## config.mk

```make
export PLATFORM = sky130hd
export DESIGN_NAME = mul_pipeline_flat
export DESIGN_NICKNAME = d
export VERILOG_FILES = /design/src/rtl/mul_pipeline_if.sv /design/src/rtl/mul_pipeline.sv /design/src/flat_wrapper.sv
export SDC_FILE = /design/constraint.sdc
export NUM_CORES = 2
export LEC_CHECK = 0
export BUFFER_PORTS_ARGS = -buffer_cell sky130_fd_sc_hd__buf_2
export CAP_MARGIN = 20
export CORE_MARGIN = 2
export CORE_UTILIZATION = 55
export DETAILED_ROUTE_END_ITERATION = 8
export HOLD_SLACK_MARGIN = 0.15
export PLACE_DENSITY = 0.83
export RECOVER_POWER = 100
export SKIP_LAST_GASP = 1
export SLEW_MARGIN = 20
export SYNTH_ARGS = -nofsm -noshare
export SYNTH_HDL_FRONTEND = slang
export SYNTH_SLANG_ARGS = --single-unit
```

## constraint.sdc

```tcl
create_clock -name clk_i -period 6.2 [get_ports clk_i]
set_clock_uncertainty 0.05 [all_clocks]
set_input_delay 0.31 -clock clk_i [delete_from_list [all_inputs] [get_ports clk_i]]
set_output_delay 0.31 -clock clk_i [all_outputs]
set_load 0.05 [all_outputs]
```

## src/rtl/mul_pipeline_if.sv

```systemverilog
// Issue/result bundle between decode and the multiplier pipeline.
// Perf counter outputs exist only when MUL_PIPE_PERF_EN is defined.
interface mul_pipeline_if #(
    parameter int DATA_WIDTH     = 32,
    parameter int REGISTER_WIDTH = 5
);
    logic                      valid_i;
    logic                      stall_i;
    logic                      flush_i;
    logic [DATA_WIDTH-1:0]     rs1_data_i;
    logic [DATA_WIDTH-1:0]     rs2_data_i;
    logic [REGISTER_WIDTH-1:0] wr_reg_i;

    logic                      ex1_valid_o;
    logic                      ex2_valid_o;
    logic                      ex3_valid_o;
    logic                      ex4_valid_o;
    logic                      ex5_valid_o;
    logic [REGISTER_WIDTH-1:0] ex1_wr_reg_o;
    logic [REGISTER_WIDTH-1:0] ex2_wr_reg_o;
    logic [REGISTER_WIDTH-1:0] ex3_wr_reg_o;
    logic [REGISTER_WIDTH-1:0] ex4_wr_reg_o;
    logic [REGISTER_WIDTH-1:0] ex5_wr_reg_o;
    logic [DATA_WIDTH-1:0]     ex5_result_o;
    logic                      busy_o;
`ifdef MUL_PIPE_PERF_EN
    logic [31:0]               perf_retired_o;
    logic [31:0]               perf_stall_o;
`endif

    modport slave (
        input  valid_i, stall_i, flush_i, rs1_data_i, rs2_data_i, wr_reg_i,
        output ex1_valid_o, ex2_valid_o, ex3_valid_o, ex4_valid_o, ex5_valid_o,
        output ex1_wr_reg_o, ex2_wr_reg_o, ex3_wr_reg_o, ex4_wr_reg_o, ex5_wr_reg_o,
`ifdef MUL_PIPE_PERF_EN
        output perf_retired_o, perf_stall_o,
`endif
        output ex5_result_o, busy_o
    );

    modport master (
        output valid_i, stall_i, flush_i, rs1_data_i, rs2_data_i, wr_reg_i,
        input  ex1_valid_o, ex2_valid_o, ex3_valid_o, ex4_valid_o, ex5_valid_o,
        input  ex1_wr_reg_o, ex2_wr_reg_o, ex3_wr_reg_o, ex4_wr_reg_o, ex5_wr_reg_o,
`ifdef MUL_PIPE_PERF_EN
        input  perf_retired_o, perf_stall_o,
`endif
        input  ex5_result_o, busy_o
    );
endinterface

```

## src/rtl/mul_pipeline.sv

```systemverilog
// Five-stage multiplier: ex1 latches operands, ex2..ex5 each add one quarter-width partial product.
// Optional retire/stall counters are built when MUL_PIPE_PERF_EN is defined.
module mul_pipeline #(
    parameter int DATA_WIDTH     = 32,
    parameter int REGISTER_WIDTH = 5
) (
    input  logic          clk_i,
    input  logic          rst_ni,
    mul_pipeline_if.slave bus
);
    localparam int C = DATA_WIDTH / 4;

    typedef logic [DATA_WIDTH-1:0]     word_t;
    typedef logic [REGISTER_WIDTH-1:0] reg_t;

    logic [5:1] valid_q, valid_d;
    reg_t       wr_reg_q [1:5];
    reg_t       wr_reg_d [1:5];
    word_t      a_q [1:4];
    word_t      a_d [1:4];
    word_t      b_q [1:4];
    word_t      b_d [1:4];
    word_t      acc_q [2:5];
    word_t      acc_d [2:5];

    // A times the k-th C-bit slice of B, placed at its weight; wraps to DATA_WIDTH.
    function automatic word_t partial(input word_t a, input word_t b, input int k);
        word_t bk;
        bk        = '0;
        bk[C-1:0] = b[k*C +: C];
        return (a * bk) << (k * C);
    endfunction

    always_comb begin
        valid_d  = valid_q;
        wr_reg_d = wr_reg_q;
        a_d      = a_q;
        b_d      = b_q;
        acc_d    = acc_q;
        if (!bus.stall_i) begin
            valid_d[1]   = bus.valid_i;
            valid_d[5:2] = valid_q[4:1];
            wr_reg_d[1]  = bus.wr_reg_i;
            a_d[1]       = bus.rs1_data_i;
            b_d[1]       = bus.rs2_data_i;
            for (int s = 2; s <= 5; s++) wr_reg_d[s] = wr_reg_q[s-1];
            for (int s = 2; s <= 4; s++) begin
                a_d[s] = a_q[s-1];
                b_d[s] = b_q[s-1];
            end
            acc_d[2] = partial(a_q[1], b_q[1], 0);
            acc_d[3] = acc_q[2] + partial(a_q[2], b_q[2], 1);
            acc_d[4] = acc_q[3] + partial(a_q[3], b_q[3], 2);
            acc_d[5] = acc_q[4] + partial(a_q[4], b_q[4], 3);
        end
        // Flush wins over stall and also drops this cycle's issue.
        if (bus.flush_i) valid_d = '0;
    end

    always_ff @(posedge clk_i or negedge rst_ni) begin
        if (!rst_ni) begin
            valid_q <= '0;
            for (int s = 1; s <= 5; s++) wr_reg_q[s] <= '0;
            for (int s = 1; s <= 4; s++) begin
                a_q[s] <= '0;
                b_q[s] <= '0;
            end
            for (int s = 2; s <= 5; s++) acc_q[s] <= '0;
        end else begin
            valid_q  <= valid_d;
            wr_reg_q <= wr_reg_d;
            a_q      <= a_d;
            b_q      <= b_d;
            acc_q    <= acc_d;
        end
    end

    assign bus.ex1_valid_o  = valid_q[1];
    assign bus.ex2_valid_o  = valid_q[2];
    assign bus.ex3_valid_o  = valid_q[3];
    assign bus.ex4_valid_o  = valid_q[4];
    assign bus.ex5_valid_o  = valid_q[5];
    assign bus.ex1_wr_reg_o = wr_reg_q[1];
    assign bus.ex2_wr_reg_o = wr_reg_q[2];
    assign bus.ex3_wr_reg_o = wr_reg_q[3];
    assign bus.ex4_wr_reg_o = wr_reg_q[4];
    assign bus.ex5_wr_reg_o = wr_reg_q[5];
    assign bus.ex5_result_o = acc_q[5];
    assign bus.busy_o       = |valid_q;

`ifdef MUL_PIPE_PERF_EN
    logic [31:0] retired_q, retired_d;
    logic [31:0] stall_cnt_q, stall_cnt_d;

    always_comb begin
        retired_d   = retired_q + 32'(valid_q[5] & ~bus.stall_i & ~bus.flush_i);
        stall_cnt_d = stall_cnt_q + 32'(bus.stall_i & (|valid_q));
    end

    always_ff @(posedge clk_i or negedge rst_ni) begin
        if (!rst_ni) begin
            retired_q   <= '0;
            stall_cnt_q <= '0;
        end else begin
            retired_q   <= retired_d;
            stall_cnt_q <= stall_cnt_d;
        end
    end

    assign bus.perf_retired_o = retired_q;
    assign bus.perf_stall_o   = stall_cnt_q;
`endif
endmodule

```

## src/flat_wrapper.sv

```systemverilog
// flat-port wrapper written by rule: the top's interface ports become plain ports
module mul_pipeline_flat 
#(
    parameter int DATA_WIDTH     = 32,
    parameter int REGISTER_WIDTH = 5
)
  (clk_i, rst_ni, bus_valid_i, bus_stall_i, bus_flush_i, bus_rs1_data_i, bus_rs2_data_i, bus_wr_reg_i, bus_ex1_valid_o, bus_ex2_valid_o, bus_ex3_valid_o, bus_ex4_valid_o, bus_ex5_valid_o, bus_ex1_wr_reg_o, bus_ex2_wr_reg_o, bus_ex3_wr_reg_o, bus_ex4_wr_reg_o, bus_ex5_wr_reg_o, bus_ex5_result_o, bus_busy_o);
  mul_pipeline_if #(.DATA_WIDTH(DATA_WIDTH), .REGISTER_WIDTH(REGISTER_WIDTH)) bus_i ();
  input  logic clk_i;
  input  logic rst_ni;
  input wire logic [$bits(bus_i.valid_i)-1:0] bus_valid_i;
  input wire logic [$bits(bus_i.stall_i)-1:0] bus_stall_i;
  input wire logic [$bits(bus_i.flush_i)-1:0] bus_flush_i;
  input wire logic [$bits(bus_i.rs1_data_i)-1:0] bus_rs1_data_i;
  input wire logic [$bits(bus_i.rs2_data_i)-1:0] bus_rs2_data_i;
  input wire logic [$bits(bus_i.wr_reg_i)-1:0] bus_wr_reg_i;
  output wire logic [$bits(bus_i.ex1_valid_o)-1:0] bus_ex1_valid_o;
  output wire logic [$bits(bus_i.ex2_valid_o)-1:0] bus_ex2_valid_o;
  output wire logic [$bits(bus_i.ex3_valid_o)-1:0] bus_ex3_valid_o;
  output wire logic [$bits(bus_i.ex4_valid_o)-1:0] bus_ex4_valid_o;
  output wire logic [$bits(bus_i.ex5_valid_o)-1:0] bus_ex5_valid_o;
  output wire logic [$bits(bus_i.ex1_wr_reg_o)-1:0] bus_ex1_wr_reg_o;
  output wire logic [$bits(bus_i.ex2_wr_reg_o)-1:0] bus_ex2_wr_reg_o;
  output wire logic [$bits(bus_i.ex3_wr_reg_o)-1:0] bus_ex3_wr_reg_o;
  output wire logic [$bits(bus_i.ex4_wr_reg_o)-1:0] bus_ex4_wr_reg_o;
  output wire logic [$bits(bus_i.ex5_wr_reg_o)-1:0] bus_ex5_wr_reg_o;
  output wire logic [$bits(bus_i.ex5_result_o)-1:0] bus_ex5_result_o;
  output wire logic [$bits(bus_i.busy_o)-1:0] bus_busy_o;
  assign bus_i.valid_i = bus_valid_i;
  assign bus_i.stall_i = bus_stall_i;
  assign bus_i.flush_i = bus_flush_i;
  assign bus_i.rs1_data_i = bus_rs1_data_i;
  assign bus_i.rs2_data_i = bus_rs2_data_i;
  assign bus_i.wr_reg_i = bus_wr_reg_i;
  assign bus_ex1_valid_o = bus_i.ex1_valid_o;
  assign bus_ex2_valid_o = bus_i.ex2_valid_o;
  assign bus_ex3_valid_o = bus_i.ex3_valid_o;
  assign bus_ex4_valid_o = bus_i.ex4_valid_o;
  assign bus_ex5_valid_o = bus_i.ex5_valid_o;
  assign bus_ex1_wr_reg_o = bus_i.ex1_wr_reg_o;
  assign bus_ex2_wr_reg_o = bus_i.ex2_wr_reg_o;
  assign bus_ex3_wr_reg_o = bus_i.ex3_wr_reg_o;
  assign bus_ex4_wr_reg_o = bus_i.ex4_wr_reg_o;
  assign bus_ex5_wr_reg_o = bus_i.ex5_wr_reg_o;
  assign bus_ex5_result_o = bus_i.ex5_result_o;
  assign bus_busy_o = bus_i.busy_o;
  mul_pipeline #(.DATA_WIDTH(DATA_WIDTH), .REGISTER_WIDTH(REGISTER_WIDTH)) u_core (.clk_i(clk_i), .rst_ni(rst_ni), .bus(bus_i));
endmodule
```

* Word-level counts from Yosys, hierarchy flattened
Cells that the tools add are included. W data, S select, Z words.
Word-level totals: flip-flop bits (word level) 414, word-level logic and storage cells 29, input port bits 74
Cells by class: multipliers 4, muxes and demuxes 2, equal/unequal tests 1, add/subtract/negate cells 3, reductions and logical operators 1
Operators with widths (number):
- $add A32 B32 Y32 | 3
- $mul A32 B8 Y16 | 1
- $mul A32 B8 Y24 | 1
- $mul A32 B8 Y32 | 1
- $mul A32 B8 Y8 | 1
- $mux W5 | 2
- $reduce_or A5 Y1 | 1
- $ne A2 B1 Y1 const B | 1

* Logic depth before layout (Yosys ltp)
depth in word-level cells 2, gate-level depth with buffers 30

* Worst setup path before layout
No wires, ideal clock.
kind register to register, start register u_core.b_q[77] in the netlist's numbering, end register u_core.acc_q[95] in the netlist's numbering, data arrival time 5970 ps, setup slack 48 ps, path buffers 2, cell stages (with the launch flop) 30, setup time 131 ps, cell sequence dfrtp_1 > clkbuf_1 > clkbuf_1 > nand2_1 > fa_1 > fa_1 > inv_1 > fa_1 > inv_1 > fa_1 > inv_1 > ha_1 > o21a_1 > o21ai_1 > or2_1 > o211ai_1 > o211a_1 > o21a_1 > nor2_1 > xnor2_1 > ha_1 > a21oi_1 > o21ai_0 > a31oi_1 > o31ai_1 > a21o_1 > a41o_1 > o41a_1 > xnor3_1 > o21ai_1
On the way: word-level cells in the longest chain between the ends 2
Ends and longest elaborated chain:
- start, declared | RTL line mul_pipeline.sv:21 | word_t b_q [1:4];
- start signal, assigned by index | RTL line mul_pipeline.sv:66 | b_q[s] <= '0;
- start signal, assigned | RTL line mul_pipeline.sv:73 | b_q <= b_d;
- $mul A32 B8 Y24 | RTL line mul_pipeline.sv:31 | return (a * bk) << (k * C);
- $add A32 B32 Y32 | RTL line mul_pipeline.sv:52 | acc_d[3] = acc_q[2] + partial(a_q[2], b_q[2], 1);
- end signal, assigned | RTL line mul_pipeline.sv:74 | acc_q <= acc_d;
- end, declared | RTL line mul_pipeline.sv:23 | word_t acc_q [2:5];
Every way passes these cells. A chain may end at the register's enable or synchronous reset.

* Worst setup path after layout
start register u_core.b_q[75] in the netlist's numbering, end register u_core.acc_q[95] in the netlist's numbering
The elaborated chain is that of the path after synthesis.

==> summary.md <==
| Metric | Value |
|---|---|
| Commonest register cell after synthesis | `dfrtp_1` |
| Min-Delay Startpoint | `bus_stall_i` |
| Synthesis-to-finish area growth | `12.38%` |
| Slew headroom | `-199.4%` |
| Setup violators final | `0` |
| Total GRT Usage | `25.34%` |
| Critical Path RT | `approximately 6.6 ns` |
| Post-route ant nets | `0` |
| Clock insertion delay at the later pin of the skew report | `0.60 ns` |
| Yosys warns | `0` |
| Status | `finished with violations` |
| Failing checks | `max-capacitance violations, max-slew violations` |
| Crit Reg-Reg Endpoint | `u_core.acc_q[95]` |
| R2R cell count | `24` |
| Vias per cell | `5.505` |
| Buffers on Ports | `~140` |
| Final global-route overflow total | `0` |
| Gp weighted congestion | `0.8913` |
| Core footprint | `51090 µm²` |
| Die height | `roughly 230 µm` |
| Antenna Cells | `0` |
| Number of global-route vias before repair | `about 21000` |
| CP startpoint kind | `register` |
| Synth Instances | `about 2700` |
| Residual DRC count | `0` |
| Clock buffer depth | `3` |
| Register area share after synthesis | `28.11%` |
| Largest net degree at the start of global routing | `174` |
| DP HPWL | `~50000 µm` |
| Io pins | `about 140` |
| TNS Setup | `0 ns` |
| Avg Cell Area, Syn | `roughly 10 µm²` |
| F_max | `163.1 MHz` |
| FP Rows | `83` |
| Post-synth cell types | `~60` |
| Reg2reg start | `u_core.b_q[75]` |
| Number of CTS-inserted buffers | `39` |
| Crit end category | `register` |
| Clock root buffer | `clkbuf_16` |
| CTS clock-pin slew for the worst setup and hold paths | `approximately 0.060 ns` |
| Htree depth | `2` |
| Core Util, Final | `slightly above 60%` |
| Die Span X | `~230 µm` |
| Routed WL | `roughly 65000 µm` |
| TritonCTS clock tree | `built` |
| Tightest Pin Transition | `roughly 4.5 ns` |
| Mapped Area | `approximately 28000 µm²` |
| TritonRoute pass-1 iters | `6` |
| Clock sink total | `318` |
| Max cap viols | `1` |
| Endpoints failing hold | `0` |
| Synth Register Bits | `around 320` |
| RSZ-0062 raised after global routing | `yes` |
| Kind of critical path | `register to register` |
| CP Max Fanout | `7` |
| Starting Density | `55.40%` |
| First-pass GRT wire length | `approximately 110000 µm` |
| Worst Hold End | `u_core.bus.ex5_result_o[30]` |
| DRT iter0 DRCs | `about 1300` |
| EDFF count, synth | `0` |
| Final period utilization | `98.89%` |
| Final Max Slew Viols | `240` |
| Final nets | `approximately 3500` |
| Synthesized Nets | `approximately 3300` |
| WL per Instance | `18.13 µm` |
| Hold crit path type | `input pin to register` |
| Worst Path Arrival | `6.51 ns` |
| Share of layout cells above drive strength 1 | `between 10% and 20%` |
| Initial antenna violation count | `3` |
| Tmin final | `6.131 ns` |
| Vias | `between 15000 and 20000` |
| Asr flop ratio synth | `100.0%` |
| Reg2reg setup slack | `between 0.06 and 0.07 ns` |
| Dpl ws | `-0.1397 ns` |
| Die area | `around 53000 µm²` |
| Setup WS post-layout | `roughly 0.069 ns` |
| WHS Path Cells | `3` |
-- worst max-delay path: stages (launching register included) --
cell      delay (ns)
dfrtp_2         0.48
buf_6           0.15
and2_1          0.14
fa_1            0.49
fa_1            0.58
fa_1            0.45
fa_1            0.50
ha_4            0.33
nand3_1         0.09
or2_1           0.23
o211ai_1        0.17
o211a_1         0.21
o21a_1          0.11
nor2_1          0.04
xnor2_1         0.13
ha_1            0.34
a21oi_2         0.13
o21ai_1         0.09
a31oi_2         0.19
o31ai_2         0.11
a21o_1          0.18
a41o_1          0.20
o41a_1          0.33
xnor3_1         0.22
o21ai_1         0.06
-- cells in the mapped netlist (all sizes together) (4+ instances only) --
library cell  count  area [µm²]
xnor2            95       832.1
o211ai            8       60.06
o21bai           21       161.4
a21o             36       271.5
a211oi           13       97.59
dfrtp           318        7958
mux2i             5       50.05
xor2             44       385.4
ha              158        1977
and2            285        1783
and3              4       25.02
fa              339        6787
clkbuf          116       435.4
inv             312        1171
nand2b            4       25.02
o211a             4       40.04
nor2             58       217.7
nand2           347        1303
o21ai           102       510.5
a31oi            10       62.56
o31ai             7       71.32
mux2            244        2748
nand4             5       31.28
nand3            13       65.06
nor2b             7       43.79
buf              40       286.5
o21a             15       112.6
a21oi            65       329.1
nor3             25       130.1
-- layout make-up --
class | count | area [µm²]
inverter | 312 | 1171
clock inverter | 13 | 200.2
fill | 4130 | 19280
timing repair buffer | 283 | 1919
sequential | 318 | 7971
clock buffer | 54 | 1112
tap | 680 | 850.8
multi-input combinational | 1950 | 18590
-- per-layer routing --
metal | routed length (µm) | up-vias | part of all wire [%] | GRT usage [%]
li1 | - | 9055 | - | -
met2 | 33960 | 504 | 52 | 45.02
met1 | 26340 | 10179 | 40 | 31.68
met4 | 2181 | 0 | 3.3 | 9.173
met5 | 0 | - | 0 | 0
met3 | 2978 | 135 | 4.5 | 3.273
-- stage by stage --
step / cells / instance area [µm²] / hold WS, ns
final: 3610 / 31810 / 0.2692
after floorplan: 2736 / 28310 / -0.03559
after CTS: 3605 / 31770 / 0.2576
after detailed placement: 3465 / 29690 / 0.2769
after global routing: 3610 / 31810 / 0.3509
after global placement: 3465 / 29690 / 0.2844
-- state kept, by name, summed over array words and instances (netlist names) --
signal,count
u_core.bus.ex4_wr_reg_o,5
u_core.bus.ex5_wr_reg_o,5
u_core.valid_q,5
u_core.b_q,80
u_core.a_q,80
u_core.acc_q,96
u_core.bus.ex5_result_o,32
u_core.bus.ex2_wr_reg_o,5
u_core.bus.ex3_wr_reg_o,5
u_core.bus.ex1_wr_reg_o,5
-- cells in the final DEF (no fill, tap or decap), types with 15 or more instances in the layout --
master / count
xor2_1: 44
nand2_1: 344
mux2_2: 239
o21ai_1: 39
dlygate4sd3_1: 72
xnor2_1: 94
nor3_1: 23
o21a_1: 15
buf_4: 65
a21o_1: 35
o21ai_0: 62
inv_1: 312
fa_1: 337
clkbuf_16: 39
ha_1: 153
dfrtp_1: 307
nor2_1: 55
and2_1: 263
a21oi_1: 61
clkbuf_1: 73
o21bai_1: 20
buf_2: 71
and2_0: 18
-- how the worst max path moves through the flow --
| stage | from | end | slack [ns] | cells past startpoint |
|---|---|---|---|---|
| 5_1_grt | u_core.b_q[75] | u_core.acc_q[95] | -0.16 | 26 |
| 3_5_place_dp | u_core.b_q[74] | u_core.acc_q[95] | -0.14 | 25 |
| 4_1_cts | u_core.a_q[68] | u_core.acc_q[95] | 0.003 | 26 |
| 3_3_place_gp | u_core.a_q[69] | u_core.acc_q[95] | -0.09 | 27 |
| 2_1_floorplan | u_core.b_q[77] | u_core.acc_q[95] | 0.05 | 29 |
| 6_report | u_core.b_q[75] | u_core.acc_q[95] | 0.07 | 24 |
-- cells by family after synthesis --
group | share of synthesized area (%)
buffers and inverters | 6.688
XOR/XNOR | 4.381
AO/OA/AOI/OAI | 6.935
multiplexers | 9.884
flip-flops | 28.11
adder cells (fa/ha/maj) | 30.96
AND/OR/NAND/NOR | 13.04
-- what timing repair did --
| item | in CTS | in global routing |
|---|---|---|
| pin swaps | 10 | 11 |
| hold buffers | 72 | 0 |
| resized for setup | 10 | 34 |
| setup endpoints to repair | 2 | 6 |
| setup buffers | 1 | 5 |
| endpoints found under the hold margin | 153 | 0 |
Power is not shown: default switching activity piles up to over one toggle a cycle in this logic, so the estimate is an artifact.
